## src/rtl/flow_table_ctrl_if.sv

```systemverilog
// Signal bundle for flow_table_ctrl: two lookup requesters, lookup response,
// PS entry-write command, and the flow-table lookup/write ports.
interface flow_table_ctrl_if;
    localparam int unsigned KEY_W  = 128;
    localparam int unsigned ID_W   = 16;
    localparam int unsigned IDX_W  = 8;
    localparam int unsigned DATA_W = 32;

    logic              req0_valid;
    logic              req0_ready;
    logic [KEY_W-1:0]  req0_key;
    logic              req1_valid;
    logic              req1_ready;
    logic [KEY_W-1:0]  req1_key;

    logic              rsp_valid;
    logic              rsp_ready;
    logic              rsp_src;
    logic              rsp_hit;
    logic [ID_W-1:0]   rsp_id;

    logic              cfg_valid;
    logic              cfg_ready;
    logic [IDX_W-1:0]  cfg_index;
    logic [KEY_W-1:0]  cfg_key;
    logic [ID_W-1:0]   cfg_id;
    logic              cfg_entry_valid;

    logic [KEY_W-1:0]  ft_flow_key;
    logic              ft_flow_key_valid;
    logic              ft_flow_hit;
    logic [ID_W-1:0]   ft_flow_id;
    logic [IDX_W-1:0]  ft_waddr;
    logic [DATA_W-1:0] ft_wdata;
    logic              ft_we;
    logic              busy;

    modport slave (
        input  req0_valid, req0_key, req1_valid, req1_key, rsp_ready,
               cfg_valid, cfg_index, cfg_key, cfg_id, cfg_entry_valid,
               ft_flow_hit, ft_flow_id,
        output req0_ready, req1_ready, rsp_valid, rsp_src, rsp_hit, rsp_id,
               cfg_ready, ft_flow_key, ft_flow_key_valid, ft_waddr, ft_wdata,
               ft_we, busy
    );

    modport master (
        output req0_valid, req0_key, req1_valid, req1_key, rsp_ready,
               cfg_valid, cfg_index, cfg_key, cfg_id, cfg_entry_valid,
               ft_flow_hit, ft_flow_id,
        input  req0_ready, req1_ready, rsp_valid, rsp_src, rsp_hit, rsp_id,
               cfg_ready, ft_flow_key, ft_flow_key_valid, ft_waddr, ft_wdata,
               ft_we, busy
    );
endinterface

```

## src/rtl/flow_table_ctrl.sv

```systemverilog
// Flow-table controller: round-robin lookup arbitration between two requesters and
// 5-beat PS entry writes. Optional hit/miss statistics under FLOW_TABLE_STATS_EN.
module flow_table_ctrl #(
    parameter int unsigned LOOKUP_LAT = 3
) (
    input  logic             clk,
    input  logic             rst_n,
    flow_table_ctrl_if.slave bus
`ifdef FLOW_TABLE_STATS_EN
    ,
    input  logic             stats_clr,
    output logic [31:0]      hit_count,
    output logic [31:0]      miss_count
`endif
);
    localparam int unsigned KEY_W  = 128;
    localparam int unsigned ID_W   = 16;
    localparam int unsigned IDX_W  = 8;
    localparam int unsigned DATA_W = 32;
    localparam int unsigned BEAT_W = 3;
    localparam int unsigned WCNT_W = (LOOKUP_LAT > 1) ? $clog2(LOOKUP_LAT) : 1;
    localparam logic [BEAT_W-1:0] LAST_BEAT = BEAT_W'(4);
    localparam logic [WCNT_W-1:0] LAST_WAIT = WCNT_W'(LOOKUP_LAT - 1);

    typedef enum logic [2:0] {IDLE, ISSUE, WAIT, RESP, WRITE} state_t;

    state_t            state_q, state_d;
    logic              rr_q, rr_d;
    logic              src_q, src_d;
    logic [KEY_W-1:0]  key_q, key_d;
    logic              key_valid_q, key_valid_d;
    logic [WCNT_W-1:0] wcnt_q, wcnt_d;
    logic              rsp_valid_q, rsp_valid_d;
    logic              rsp_src_q, rsp_src_d;
    logic              rsp_hit_q, rsp_hit_d;
    logic [ID_W-1:0]   rsp_id_q, rsp_id_d;
    logic [KEY_W-1:0]  cfg_key_q, cfg_key_d;
    logic [ID_W-1:0]   cfg_id_q, cfg_id_d;
    logic              cfg_ev_q, cfg_ev_d;
    logic [IDX_W-1:0]  waddr_q, waddr_d;
    logic [DATA_W-1:0] wdata_q, wdata_d;
    logic              we_q, we_d;
    logic [BEAT_W-1:0] beat_q, beat_d;
    logic              busy_q, busy_d;
    logic              grant0_c, grant1_c, cfg_ready_c;

    // Beats 0..3 carry the key low word first; beat 4 carries {valid, id}.
    function automatic logic [DATA_W-1:0] beat_word(input logic [KEY_W-1:0]  key,
                                                    input logic [ID_W-1:0]   id,
                                                    input logic              ev,
                                                    input logic [BEAT_W-1:0] beat);
        if (beat == LAST_BEAT) return {{(DATA_W-ID_W-1){1'b0}}, ev, id};
        return key[{beat[1:0], 5'd0} +: DATA_W];
    endfunction

    always_comb begin
        state_d     = state_q;
        rr_d        = rr_q;
        src_d       = src_q;
        key_d       = key_q;
        wcnt_d      = wcnt_q;
        rsp_src_d   = rsp_src_q;
        rsp_hit_d   = rsp_hit_q;
        rsp_id_d    = rsp_id_q;
        cfg_key_d   = cfg_key_q;
        cfg_id_d    = cfg_id_q;
        cfg_ev_d    = cfg_ev_q;
        waddr_d     = waddr_q;
        wdata_d     = wdata_q;
        beat_d      = beat_q;
        grant0_c    = 1'b0;
        grant1_c    = 1'b0;
        cfg_ready_c = 1'b0;

        unique case (state_q)
            IDLE: begin
                cfg_ready_c = rst_n;
                // Config always wins; otherwise rr_q names the preferred requester.
                if (!bus.cfg_valid && rst_n) begin
                    grant0_c = bus.req0_valid && (!rr_q || !bus.req1_valid);
                    grant1_c = bus.req1_valid && ( rr_q || !bus.req0_valid);
                end
                if (bus.cfg_valid) begin
                    state_d   = WRITE;
                    cfg_key_d = bus.cfg_key;
                    cfg_id_d  = bus.cfg_id;
                    cfg_ev_d  = bus.cfg_entry_valid;
                    waddr_d   = bus.cfg_index;
                    wdata_d   = beat_word(bus.cfg_key, bus.cfg_id, bus.cfg_entry_valid, '0);
                    beat_d    = '0;
                end else if (grant0_c || grant1_c) begin
                    state_d = ISSUE;
                    src_d   = grant1_c;
                    key_d   = grant1_c ? bus.req1_key : bus.req0_key;
                    rr_d    = !grant1_c;
                end
            end
            ISSUE: begin
                state_d = WAIT;
                wcnt_d  = '0;
            end
            WAIT: begin
                if (wcnt_q == LAST_WAIT) begin
                    state_d   = RESP;
                    wcnt_d    = '0;
                    rsp_src_d = src_q;
                    rsp_hit_d = bus.ft_flow_hit;
                    rsp_id_d  = bus.ft_flow_hit ? bus.ft_flow_id : '0;
                end else begin
                    wcnt_d = wcnt_q + WCNT_W'(1);
                end
            end
            RESP: begin
                if (bus.rsp_ready) state_d = IDLE;
            end
            WRITE: begin
                if (beat_q == LAST_BEAT) begin
                    state_d = IDLE;
                    beat_d  = '0;
                end else begin
                    beat_d  = beat_q + BEAT_W'(1);
                    wdata_d = beat_word(cfg_key_q, cfg_id_q, cfg_ev_q, beat_q + BEAT_W'(1));
                end
            end
            default: state_d = IDLE;
        endcase

        key_valid_d = (state_d == ISSUE);
        rsp_valid_d = (state_d == RESP);
        we_d        = (state_d == WRITE);
        busy_d      = (state_d != IDLE);
    end

    always_ff @(posedge clk or negedge rst_n) begin
        if (!rst_n) begin
            state_q     <= IDLE;
            rr_q        <= 1'b0;
            src_q       <= 1'b0;
            key_q       <= '0;
            key_valid_q <= 1'b0;
            wcnt_q      <= '0;
            rsp_valid_q <= 1'b0;
            rsp_src_q   <= 1'b0;
            rsp_hit_q   <= 1'b0;
            rsp_id_q    <= '0;
            cfg_key_q   <= '0;
            cfg_id_q    <= '0;
            cfg_ev_q    <= 1'b0;
            waddr_q     <= '0;
            wdata_q     <= '0;
            we_q        <= 1'b0;
            beat_q      <= '0;
            busy_q      <= 1'b0;
        end else begin
            state_q     <= state_d;
            rr_q        <= rr_d;
            src_q       <= src_d;
            key_q       <= key_d;
            key_valid_q <= key_valid_d;
            wcnt_q      <= wcnt_d;
            rsp_valid_q <= rsp_valid_d;
            rsp_src_q   <= rsp_src_d;
            rsp_hit_q   <= rsp_hit_d;
            rsp_id_q    <= rsp_id_d;
            cfg_key_q   <= cfg_key_d;
            cfg_id_q    <= cfg_id_d;
            cfg_ev_q    <= cfg_ev_d;
            waddr_q     <= waddr_d;
            wdata_q     <= wdata_d;
            we_q        <= we_d;
            beat_q      <= beat_d;
            busy_q      <= busy_d;
        end
    end

    assign bus.req0_ready        = grant0_c;
    assign bus.req1_ready        = grant1_c;
    assign bus.cfg_ready         = cfg_ready_c;
    assign bus.rsp_valid         = rsp_valid_q;
    assign bus.rsp_src           = rsp_src_q;
    assign bus.rsp_hit           = rsp_hit_q;
    assign bus.rsp_id            = rsp_id_q;
    assign bus.ft_flow_key       = key_q;
    assign bus.ft_flow_key_valid = key_valid_q;
    assign bus.ft_waddr          = waddr_q;
    assign bus.ft_wdata          = wdata_q;
    assign bus.ft_we             = we_q;
    assign bus.busy              = busy_q;

`ifdef FLOW_TABLE_STATS_EN
    localparam int unsigned CNT_W = 32;
    logic [CNT_W-1:0] hit_cnt_q, hit_cnt_d, miss_cnt_q, miss_cnt_d;

    // Count once per response, on the WAIT->RESP sample; clear beats increment.
    always_comb begin
        hit_cnt_d  = hit_cnt_q;
        miss_cnt_d = miss_cnt_q;
        if (stats_clr) begin
            hit_cnt_d  = '0;
            miss_cnt_d = '0;
        end else if (state_q == WAIT && state_d == RESP) begin
            if (bus.ft_flow_hit) begin
                if (hit_cnt_q != '1) hit_cnt_d = hit_cnt_q + CNT_W'(1);
            end else begin
                if (miss_cnt_q != '1) miss_cnt_d = miss_cnt_q + CNT_W'(1);
            end
        end
    end

    always_ff @(posedge clk or negedge rst_n) begin
        if (!rst_n) begin
            hit_cnt_q  <= '0;
            miss_cnt_q <= '0;
        end else begin
            hit_cnt_q  <= hit_cnt_d;
            miss_cnt_q <= miss_cnt_d;
        end
    end

    assign hit_count  = hit_cnt_q;
    assign miss_count = miss_cnt_q;
`endif
endmodule

```

## src/flat_wrapper.sv

```systemverilog
// flat-port wrapper written by rule: the top's interface ports become plain ports
module flow_table_ctrl_flat 
#(
    parameter int unsigned LOOKUP_LAT = 3
)
  (clk, rst_n, bus_req0_valid, bus_req0_key, bus_req1_valid, bus_req1_key, bus_rsp_ready, bus_cfg_valid, bus_cfg_index, bus_cfg_key, bus_cfg_id, bus_cfg_entry_valid, bus_ft_flow_hit, bus_ft_flow_id, bus_req0_ready, bus_req1_ready, bus_rsp_valid, bus_rsp_src, bus_rsp_hit, bus_rsp_id, bus_cfg_ready, bus_ft_flow_key, bus_ft_flow_key_valid, bus_ft_waddr, bus_ft_wdata, bus_ft_we, bus_busy);
  flow_table_ctrl_if bus_i ();
  input  logic clk;
  input  logic rst_n;
  input wire logic [$bits(bus_i.req0_valid)-1:0] bus_req0_valid;
  input wire logic [$bits(bus_i.req0_key)-1:0] bus_req0_key;
  input wire logic [$bits(bus_i.req1_valid)-1:0] bus_req1_valid;
  input wire logic [$bits(bus_i.req1_key)-1:0] bus_req1_key;
  input wire logic [$bits(bus_i.rsp_ready)-1:0] bus_rsp_ready;
  input wire logic [$bits(bus_i.cfg_valid)-1:0] bus_cfg_valid;
  input wire logic [$bits(bus_i.cfg_index)-1:0] bus_cfg_index;
  input wire logic [$bits(bus_i.cfg_key)-1:0] bus_cfg_key;
  input wire logic [$bits(bus_i.cfg_id)-1:0] bus_cfg_id;
  input wire logic [$bits(bus_i.cfg_entry_valid)-1:0] bus_cfg_entry_valid;
  input wire logic [$bits(bus_i.ft_flow_hit)-1:0] bus_ft_flow_hit;
  input wire logic [$bits(bus_i.ft_flow_id)-1:0] bus_ft_flow_id;
  output wire logic [$bits(bus_i.req0_ready)-1:0] bus_req0_ready;
  output wire logic [$bits(bus_i.req1_ready)-1:0] bus_req1_ready;
  output wire logic [$bits(bus_i.rsp_valid)-1:0] bus_rsp_valid;
  output wire logic [$bits(bus_i.rsp_src)-1:0] bus_rsp_src;
  output wire logic [$bits(bus_i.rsp_hit)-1:0] bus_rsp_hit;
  output wire logic [$bits(bus_i.rsp_id)-1:0] bus_rsp_id;
  output wire logic [$bits(bus_i.cfg_ready)-1:0] bus_cfg_ready;
  output wire logic [$bits(bus_i.ft_flow_key)-1:0] bus_ft_flow_key;
  output wire logic [$bits(bus_i.ft_flow_key_valid)-1:0] bus_ft_flow_key_valid;
  output wire logic [$bits(bus_i.ft_waddr)-1:0] bus_ft_waddr;
  output wire logic [$bits(bus_i.ft_wdata)-1:0] bus_ft_wdata;
  output wire logic [$bits(bus_i.ft_we)-1:0] bus_ft_we;
  output wire logic [$bits(bus_i.busy)-1:0] bus_busy;
  assign bus_i.req0_valid = bus_req0_valid;
  assign bus_i.req0_key = bus_req0_key;
  assign bus_i.req1_valid = bus_req1_valid;
  assign bus_i.req1_key = bus_req1_key;
  assign bus_i.rsp_ready = bus_rsp_ready;
  assign bus_i.cfg_valid = bus_cfg_valid;
  assign bus_i.cfg_index = bus_cfg_index;
  assign bus_i.cfg_key = bus_cfg_key;
  assign bus_i.cfg_id = bus_cfg_id;
  assign bus_i.cfg_entry_valid = bus_cfg_entry_valid;
  assign bus_i.ft_flow_hit = bus_ft_flow_hit;
  assign bus_i.ft_flow_id = bus_ft_flow_id;
  assign bus_req0_ready = bus_i.req0_ready;
  assign bus_req1_ready = bus_i.req1_ready;
  assign bus_rsp_valid = bus_i.rsp_valid;
  assign bus_rsp_src = bus_i.rsp_src;
  assign bus_rsp_hit = bus_i.rsp_hit;
  assign bus_rsp_id = bus_i.rsp_id;
  assign bus_cfg_ready = bus_i.cfg_ready;
  assign bus_ft_flow_key = bus_i.ft_flow_key;
  assign bus_ft_flow_key_valid = bus_i.ft_flow_key_valid;
  assign bus_ft_waddr = bus_i.ft_waddr;
  assign bus_ft_wdata = bus_i.ft_wdata;
  assign bus_ft_we = bus_i.ft_we;
  assign bus_busy = bus_i.busy;
  flow_table_ctrl #(.LOOKUP_LAT(LOOKUP_LAT)) u_core (.clk(clk), .rst_n(rst_n), .bus(bus_i));
endmodule
```

## config.mk

```make
export PLATFORM = sky130hd
export DESIGN_NAME = flow_table_ctrl_flat
export DESIGN_NICKNAME = d
export VERILOG_FILES = /design/src/rtl/flow_table_ctrl_if.sv /design/src/rtl/flow_table_ctrl.sv /design/src/flat_wrapper.sv
export SDC_FILE = /design/constraint.sdc
export NUM_CORES = 1
export LEC_CHECK = 0
export BUFFER_PORTS_ARGS = -buffer_cell sky130_fd_sc_hd__buf_4
export CAP_MARGIN = 20
export CELL_PAD_IN_SITES_DETAIL_PLACEMENT = 0
export CELL_PAD_IN_SITES_GLOBAL_PLACEMENT = 1
export CORE_AREA = 2 2 240 242
export DETAILED_ROUTE_END_ITERATION = 12
export DIE_AREA = 0 0 242 244
export HOLD_SLACK_MARGIN = 0.12
export PLACE_DENSITY = 0.65
export SETUP_SLACK_MARGIN = 0.3
export SLEW_MARGIN = 20
export SYNTH_ARGS = -nofsm -noshare
export SYNTH_HDL_FRONTEND = slang
export SYNTH_SLANG_ARGS = --single-unit
```

## constraint.sdc

```tcl
create_clock -name clk -period 2.9 [get_ports clk]
set_input_delay 0.58 -clock clk [delete_from_list [all_inputs] [get_ports clk]]
set_output_delay 0.58 -clock clk [all_outputs]
set_load 0.01 [all_outputs]
```

==> flow_summary.ini <==
[run_status]
outcome = complete, no violations

[clock_network]
clock_latency_ns = 0.56
cts_made_buffers = 41
htree_levels = 2
cts-root-buf = clkbuf_16
cts_tree = done
clk_path_buf_depth = 3
cts_sinks = 345
clk_pin_slew_ns = 0.06

[logic_synthesis]
syn_nets = 1557
synth_top_area_share_pct = 57.4
synthArstFlopShare_pct = 100
avgSynthCellArea_um2 = 13.4
synth_area_um2 = 15000
synth_area_leaders = dfrtp_1 (57%), mux2_2 (12%), a221o_1 (8.5%)
synth_top_area_cell = dfrtp_1
synthDistinctLibCells = 37
yosysMostFrequentCell = dfrtp_1
synth_seq_cells = 345
ys.flop_type = dfrtp_1
yosysWarnings = 0
synth_common_cells = dfrtp_1 (345), mux2_2 (156), and3_1 (129)
ys_seq_area_share_pct = 57.4
syn_inst = 1122
synth-edff-count = 0

[placement]
port_buffers = 624
gp_congestion = 0.952
post-dp-hpwl_um = 45800

[power_and_ir_drop]
power_density_nw_per_um2 = 1090
p_clk_share_pct = 20.8
seq_power_share_pct = 36.9
vdd_drop_max_mv = 0.591
p_comb_share_pct = 42.3
p_leak_uw = 0.0105
p_switching_uw = 8210
swShare_pct = 34.4
p_int_uw = 15600

[global_route]
grt_pass1_wl_um = 88900
grt.total_usage_pct = 20.2
grt_antenna_before_repair = 33
grt_max_degree = 143
grt_overflow = 0
grt_pass1_vias = 13189

[cells_and_area]
multi_input_area_um2 = 5850
post_route_cells_drive_above_1_share_pct = 53.2
fillCellCount = 5566
regArea_um2 = 8640
syn_to_final_growth_pct = 45.4
fin_nets = 2156

[drt]
post_drt_wl_per_cell_um = 24.2
avgViaCountPerCell = 4.89
drt-pass1-iter-count = 5
finalWirelength_um = 61200
drt_iter0_markers = 709
drc = 0
ant_nets = 0
via_count = 12376

[worst_setup_path]
r2r.worst_path.cells = 7
arrival_ns = 2.00
critPathKind = register to output pin
worst_setup_path_start_kind = register
crit_fanout = 3
setup.worst_path.end_class = output pin
reg2reg_slack_ns = 0.52
critPathRequiredTime_ns = 2.32

[die]
die_w_um = 242
fp.dieH_um = 244
fp-row-count = 87
core_area_um2 = 56200
design.portCount = 625
initial_core_util_pct = 26.8
die-area_um2 = 59000

[timing]
slew_headroom_pct = 40.4
final_max_slew_viol_count = 0
worstMarginPinSlew_ns = 0.894
whs_ns = 0.140
timing.final.crit_share_pct = 89.0
setup_tns_ns = 0
max_freq_mhz = 388
clock_skew_ns = 0.0148
post-route-min-period_ns = 2.58
setup_viol = 0
rsz0062_at_grt = yes
finalHoldViolCount = 0

[run]
drv_cap = 0

[worst_hold_path]
min_path_type = input pin to asynchronous set/reset pin
## registers in the layout, summed over array words and instances, names as in the netlist, 2 cells and up
register,flops
u_core.bus.ft_wdata,32
u_core.beat_q,3
u_core.bus.ft_flow_key,128
u_core.cfg_key_q,128
u_core.cfg_id_q,16
u_core.wcnt_q,2
u_core.state_q,3
u_core.bus.ft_waddr,8
u_core.bus.rsp_id,16
## worst max-delay path, stage by stage (launching register included)
cell     delay, ns
dfrtp_1       0.38
or4b_4        0.56
nor2_4        0.14
and3_4        0.24
buf_4         0.13
## power groups by stage
stage | combinational, µW | sequential (µW) | clock (µW)
global route | 10900 | 9070 | 5320
CTS | 10300 | 8790 | 5100
finish | 10100 | 8800 | 4950
floorplan | 5340 | 8940 | 0
global placement | 10100 | 8800 | 0
detailed placement | 10300 | 8780 | 0
## per-layer routing
metal / vias up / track usage (%) / wire, µm
met5: - / 0 / 92
met4: 14 / 10.3 / 1550
met3: 110 / 6.64 / 5180
met2: 544 / 32.4 / 30300
met1: 6199 / 24.3 / 24100
li1: 5509 / - / -
## layout make-up
class	instances	share of cell area, %
tap	756	4.32
clock buffer	57	5.33
inverter	6	0.103
multi-input combinational	663	26.7
clock inverter	16	0.543
antenna	23	0.263
timing repair buffer	664	23.2
sequential	345	39.5
## final timing paths
path                                 startpoint                           to
min reg2reg                u_core.bus.rsp_id[0]         u_core.bus.rsp_id[0]
min in group clk               bus_cfg_index[7]       u_core.bus.ft_waddr[7]
max in group asynchronous                 rst_n                  u_core.rr_q
max                           u_core.state_q[1]               bus_req1_ready
max reg2reg                   u_core.state_q[1]  u_core.bus.ft_flow_key[103]
min                                       rst_n          u_core.cfg_id_q[13]
## timing repair
item / in CTS / in global routing
pin swaps: 2 / 2
setup endpoints to repair: 2 / 2
hold buffers: 0 / 0
buffers inserted: 3 / 0
resized for setup: 1 / 0
## through the flow
stage	instances	total power, µW	setup slack [ns]	area [µm²]	utilization [%]
after global routing	2528	25300	0.237	21900	38.9
after CTS	2507	24100	0.228	21800	38.8
final	2530	23800	0.320	21900	39.0
after global placement	2431	18900	0.307	20500	36.5
after detailed placement	2431	19000	0.272	20500	36.5
after floorplan	1122	14300	0.372	15100	-
## cells by family (layout without fill, tap and decap cells)
group / count (synthesis) / in the layout / share of synthesized area [%]
compound gates: 243 / 243 / 13.5
xor+xnor: 1 / 1 / 0.0582
fa+ha+maj: 3 / 3 / 0.250
buf+inv: 114 / 743 / 4.13
flops: 345 / 345 / 57.4
mux: 188 / 188 / 16.5
other cells: 0 / 23 / 0
simple gates: 228 / 228 / 8.19
## layout by cell type (no fill, tap or decap), drive strengths merged
| master | n |
|---|---|
| a211oi | 17 |
| a21oi | 2 |
| xor2 | 1 |
| inv | 9 |
| nor4b | 1 |
| dfrtp | 345 |
| and2 | 2 |
| a21o | 2 |
| buf | 664 |
| a31oi | 1 |
| nand2 | 53 |
| a221o | 128 |
| clkbuf | 57 |
| nor3b | 1 |
| nor2 | 32 |
| diode | 23 |
| mux2 | 156 |
| ha | 3 |
| nand2b | 2 |
| and3 | 129 |
| clkinv | 11 |
| o31ai | 3 |
| o21ai | 53 |
| nor3 | 2 |
| a221oi | 15 |
| clkinvlp | 2 |
| a21boi | 18 |
| nand3 | 2 |
| o21bai | 1 |
| or4b | 1 |
| a22o | 3 |
| or4 | 2 |
| mux4 | 32 |
| or3b | 1 |
No activity file was read; power rests on OpenSTA's default activity.
